[config.mk]
export PLATFORM = sky130hd
export DESIGN_NAME = gray_counter_n
export DESIGN_NICKNAME = d
export VERILOG_FILES = /design/src/rtl/gray_counter_n.sv
export SDC_FILE = /design/constraint.sdc
export NUM_CORES = 1
export LEC_CHECK = 0
export ABC_AREA = 1
export BUFFER_PORTS_ARGS = -buffer_cell sky130_fd_sc_hd__buf_2
export CORE_AREA = 10 10 50 52
export DETAILED_ROUTE_END_ITERATION = 10
export DIE_AREA = 0 0 60 62
export PLACE_DENSITY = 0.6
export SYNTH_ARGS = -nofsm -noshare
export SYNTH_HDL_FRONTEND = slang
export SYNTH_SLANG_ARGS = --single-unit
[constraint.sdc]
create_clock -name clk -period 3.8 [get_ports clk]
set_input_delay 0.38 -clock clk [delete_from_list [all_inputs] [get_ports clk]]
set_output_delay 0.38 -clock clk [all_outputs]
set_load 0.1 [all_outputs]
[src/rtl/gray_counter_n.sv]
// Parametrised synchronous Gray-code up/down counter with load, wrap/saturate
// terminal behaviour, binary mirror output and registered terminal-count flag.
module gray_counter_n #(
    parameter int unsigned WIDTH     = 4,
    parameter int unsigned SATURATE  = 0,
    parameter int unsigned RESET_VAL = 0
) (
    input  logic             clk,
    input  logic             rst,
    input  logic             en,
    input  logic             up,
    input  logic             load,
    input  logic [WIDTH-1:0] load_val,
    output logic [WIDTH-1:0] q_gray,
    output logic [WIDTH-1:0] q_bin,
    output logic             tc
);

    localparam logic [WIDTH-1:0] RST_BIN  = WIDTH'(RESET_VAL);
    localparam logic [WIDTH-1:0] RST_GRAY = RST_BIN ^ (RST_BIN >> 1);
    localparam logic [WIDTH-1:0] MAX_VAL  = '1;

    logic [WIDTH-1:0] bin_reg;
    logic [WIDTH-1:0] gray_reg;
    logic             tc_reg;
    logic [WIDTH-1:0] bin_next;
    logic             tc_next;

    always_comb begin
        bin_next = bin_reg;
        tc_next  = 1'b0;
        if (load) begin
            bin_next = load_val;
        end else if (en) begin
            if (up) begin
                if (bin_reg == MAX_VAL) begin
                    tc_next  = 1'b1;
                    bin_next = (SATURATE != 0) ? MAX_VAL : '0;
                end else begin
                    bin_next = bin_reg + 1'b1;
                end
            end else begin
                if (bin_reg == '0) begin
                    tc_next  = 1'b1;
                    bin_next = (SATURATE != 0) ? '0 : MAX_VAL;
                end else begin
                    bin_next = bin_reg - 1'b1;
                end
            end
        end
    end

    // Gray register is encoded from the next binary value so both update together.
    always_ff @(posedge clk) begin
        if (rst) begin
            bin_reg  <= RST_BIN;
            gray_reg <= RST_GRAY;
            tc_reg   <= 1'b0;
        end else begin
            bin_reg  <= bin_next;
            gray_reg <= bin_next ^ (bin_next >> 1);
            tc_reg   <= tc_next;
        end
    end

    assign q_bin  = bin_reg;
    assign q_gray = gray_reg;
    assign tc     = tc_reg;

endmodule

**Yosys cells after proc, flatten, opt, wreduce, memory -nomap -nowiden**

Cells that the tools add are included.
W data, S select, Z words.

- Add/subtract/negate cells: 2
- Equal/unequal tests: 1
- Multiplexer cells: 8
- Bitwise operators: 2
- Reductions and logical operators: 2

Operators by type and width:

| operator | number |
|---|---|
| $mux W4 | 5 |
| $add A4 B1 Y4 const B | 1 |
| $eq A4 B4 Y1 const B | 1 |
| $logic_not A4 Y1 | 1 |
| $sub A4 B1 Y4 const B | 1 |
| $xor A4 B3 Y4 | 1 |
| $mux W1 | 3 |
| $reduce_or A3 Y1 | 1 |
| $not A1 Y1 | 1 |

- Register bits: 9
- Bits of input ports: 9
- Output and inout bits: 9
- Logic and storage cells: 18

**Logic depth before layout (Yosys ltp)**

- Depth in word-level cells: 6
- Gate-level depth with buffers: 11
- Gate-level depth less buffers: 11

**Worst setup path after synthesis**

No wires, ideal clock.

- Path type: register to register
- Start point: reg bin_reg[0], in the netlist q_bin[0]
- End point: reg gray_reg[1], in the netlist q_gray[1]
- Setup time: 113 ps
- Arrival time: 2,077 ps
- Required time: 3,687 ps
- Setup slack: 1,610 ps
- Cell stages (with the launch flop): 12
- Path buffers: 0
- Period minus slack after synthesis: 2,190 ps
- Cells stage by stage: dfxtp_1 inv_1 ha_1 nand2_1 nand2_1 nand2_1 nand2_1 nand3_2 o21a_4 o21ai_1 o21ai_1 inv_1

- Word-level cells in the longest chain between the ends: 6
- Elaborated cells between the ends (all ways): 10
- Those cells by class: 2 x add/sub; 1 x eq/ne; 5 x mux; 1 x bitwise; 1 x reduce/logical

RTL lines:

| item | RTL line | source |
|---|---|---|
| start, declared | 23 | `logic [WIDTH-1:0] bin_reg;` |
| start signal, assigned | 60 | `bin_reg <= bin_next;` |
| $sub A4 B1 Y4 (tied with other cells) | 47 | `bin_next = bin_reg - 1'b1;` |
| $mux W4, on equally long branches | 43, 36 |  |
| $mux W4 (*) | 35 | `if (up) begin` |
| $mux W4 (*) | 34 | `end else if (en) begin` |
| $mux W4 (*) | 32 | `if (load) begin` |
| $xor A4 B3 Y4 (*) | 61 | `gray_reg <= bin_next ^ (bin_next >> 1);` |
| end signal, assigned | 61 |  |
| end, declared | 24 | `logic [WIDTH-1:0] gray_reg;` |

Every way passes the cells marked *; elsewhere a longest branch is shown, timed or not.
A chain may end at the register's enable or synchronous reset.

**Worst setup path in the final report**

- Start point: reg bin_reg[0], in the netlist q_bin[0]
- End point: reg gray_reg[0], in the netlist q_gray[0]

- Word-level cells in the longest chain between the ends: 6
- Elaborated cells between the ends (all ways): 10
- Those cells by class: 2 x add/sub; 1 x eq/ne; 5 x mux; 1 x bitwise; 1 x reduce/logical

RTL lines:

| item | RTL line |
|---|---|
| $sub A4 B1 Y4 (tied with other cells) | 47 |
| $mux W4, on equally long branches | 43, 36 |
| $mux W4 | 35 |
| $mux W4 (*) | 34 |
| $mux W4 (*) | 32 |
| $xor A4 B3 Y4 (*) | 61 |

Marked as above.

==> run metrics <==
outcome=complete, no violations; max_cap viols=0; Worst Path Arrival=between 1500 and 2000 ps; core area=1614 um^2; max reg flops=4; Slew HR=slightly below 70%; die width=approximately 60 um; routed via count=just over 500; H-tree Lvls=1; unrepaired setup endpoints after global routing=false; CTS Sinks=8; slowest cell delay on critical path=~400 ps; Ys Warns=0; Slowest-stage cell, CP=dfxtp_1; Max FO, Critical Path=6; Pre-antenna DRT Iters=4; Fmax=between 0.6 and 0.7 GHz; DIE AREA=approximately 3700 um^2; vias in the first global route=roughly 530; Skew-Pair Late Insertion Delay=between 200 and 300 ps; Startpoint Class=flop; number of diodes=0; Mapped Avg Cell Area=between 6 and 7 um^2; register area share after synthesis=between 30 and 40%; first-pass GRT wire length=about 2400 um; routed vias/inst=~4.7; DRC Markers=0; # Post-CTS Setup Buffers=0; GPL Wtd Cong=between 0.9 and 1; Area Overhead vs Synth=23.72%; Starting Density=a little under a third; Synth area leaders=dfxtp_1 (31%), nand2_1 (13%), nor2_1 (6.6%); largest area contributor in the netlist=dfxtp_1; Reg area=160.2 um^2; port bufs=17; minimum clock period=between 1500 and 2000 ps; CTS tree=yes; post-route ant nets=0; Hold Buf Count CTS=0; Post-DP HPWL=between 1000 and 1500 um; Yosys reg bits=8; Post-CTS Resized=0; final setup violating endpoints=0; Yosys cell types=22; Post-layout nets=107; total track usage=roughly 8%; CP cell instances=inv_1, ha_1, xnor2_1, o21ai_2, a21oi_1, nor2_1, nor2_1; setup TNS=0 ps; syn_nets=86; synthesized instance count=75; Slew Viols, Final=0; Hold Path Class=input pin to flop; final hold vios=0; Die Ht=roughly 62 um; drt initial violations=13; initial antenna violation count=0; Pleak=roughly 0.33 nW; Req. time, crit path=3990 ps; global route total overflow=0; crit end category=flop; post-synth top area share=a little under a third; DR WL/cell=about 12 um; WS Path Type=flop to flop; CTS Buf Count=3; clock slew at reported path FFs=about 50 ps; Least-Margin Pin Slew=489.9 ps; largest net degree at the start of global routing=9; maximum vdd drop=147.8 uV; synthesized cell area=a little over 500 um^2; Tot Pwr=between 0.0002 and 0.0003 W; cell row count=15; multi-input logic area=between 300 and 400 um^2; root buf cell=clkbuf_4; IO Count=18; cell mode on critical path=nor2_1; Max Buffers Root-to-Sink=2; filler cell count=189; P per Cell Area=roughly 450 nW/um^2; share of cells above drive strength 1=between 30% and 40%; Final Cycle Share=between 40 and 50%; Routed WL=1291 um; skew final=between 2 and 2.5 ps
per-stage QoR:
| step | cell area [um^2] | std cells | setup WS [ps] | hold slack, ps | utilization (%) |
|---|---|---|---|---|---|
| after detailed placement | 610.6 | 108 | 2260 | 645.8 | 37.83 |
| after global routing | 633.1 | 111 | 2003 | 402.1 | 39.22 |
| after global placement | 610.6 | 108 | 2275 | 639.9 | 37.83 |
| after CTS | 633.1 | 111 | 2228 | 377.0 | 39.22 |
| after floorplan | 511.7 | 75 | 1610 | 449.1 | - |
| final | 633.1 | 111 | 2237 | 393.7 | 39.22 |
layout make-up:
cell class	instances	area share (%)
Clock buffer	3	3.557
Inverter	9	5.336
Multi-Input combinational cell	57	49.01
Sequential cell	8	25.30
Tap cell	17	3.360
Timing Repair Buffer	17	13.44
metal layers:
layer	routed length (um)	vias up	track usage, %
li1	-	281	-
met1	572	221	9.238
met2	593	14	12.06
met3	115	2	3.252
met4	10	0	4.808
met5	0	-	0
Yosys cell counts (all sizes together):
| library cell | count |
|---|---|
| a21boi | 1 |
| a21oi | 6 |
| buf | 1 |
| dfxtp | 8 |
| ha | 2 |
| inv | 9 |
| nand2 | 21 |
| nand3 | 6 |
| nand3b | 1 |
| nand4 | 1 |
| nor2 | 10 |
| o21a | 2 |
| o21ai | 6 |
| xnor2 | 1 |
worst max-delay path, delay by kind of cell (launching register included):
kind | cells | cell delay, ps
compound gates | 2 | 310
xor+xnor | 1 | 210
buf+inv | 1 | 110
flops | 1 | 400
simple gates | 2 | 160
fa+ha+maj | 1 | 310
power breakdown:
part	switching [W]	internal, W	total, W
combinational	0.0000962	0.0000269	0.000123
sequential	0.00000642	0.0000918	0.0000983
clock	0.0000273	0.0000360	0.0000634
cells by family (layout without fill, tap and decap cells):
group                    count (synthesis)  count (layout)  synth area share, %
AO/OA/AOI/OAI                           15              15                19.80
XOR/XNOR                                 1               1                1.712
adder cells (fa/ha/maj)                  2               2                4.889
buffers and inverters                   10              29                8.070
flip-flops                               8               8                31.30
AND/OR/NAND/NOR                         39              39                34.23
placed cells by master (no fill, tap or decap), drive strengths merged:
master | netlist | layout
a21boi | 1 | 1
a21oi | 6 | 6
buf | 1 | 17
clkbuf | 0 | 3
dfxtp | 8 | 8
ha | 2 | 2
inv | 9 | 9
nand2 | 21 | 21
nand3 | 6 | 6
nand3b | 1 | 1
nand4 | 1 | 1
nor2 | 10 | 10
o21a | 2 | 2
o21ai | 6 | 6
xnor2 | 1 | 1
final timing paths:
path                       start                   end  slack, ps  depth (start not counted)
min                          rst   q_bin[2]$_SDFF_PP0_        390                          2
max          q_bin[0]$_SDFF_PP0_  q_gray[0]$_SDFF_PP0_       2240                          7
max reg2reg  q_bin[0]$_SDFF_PP0_  q_gray[0]$_SDFF_PP0_       2240                          7
min reg2reg  q_bin[1]$_SDFF_PP0_   q_bin[1]$_SDFF_PP0_        740                          4
No activity file was read; power rests on OpenSTA's default activity.
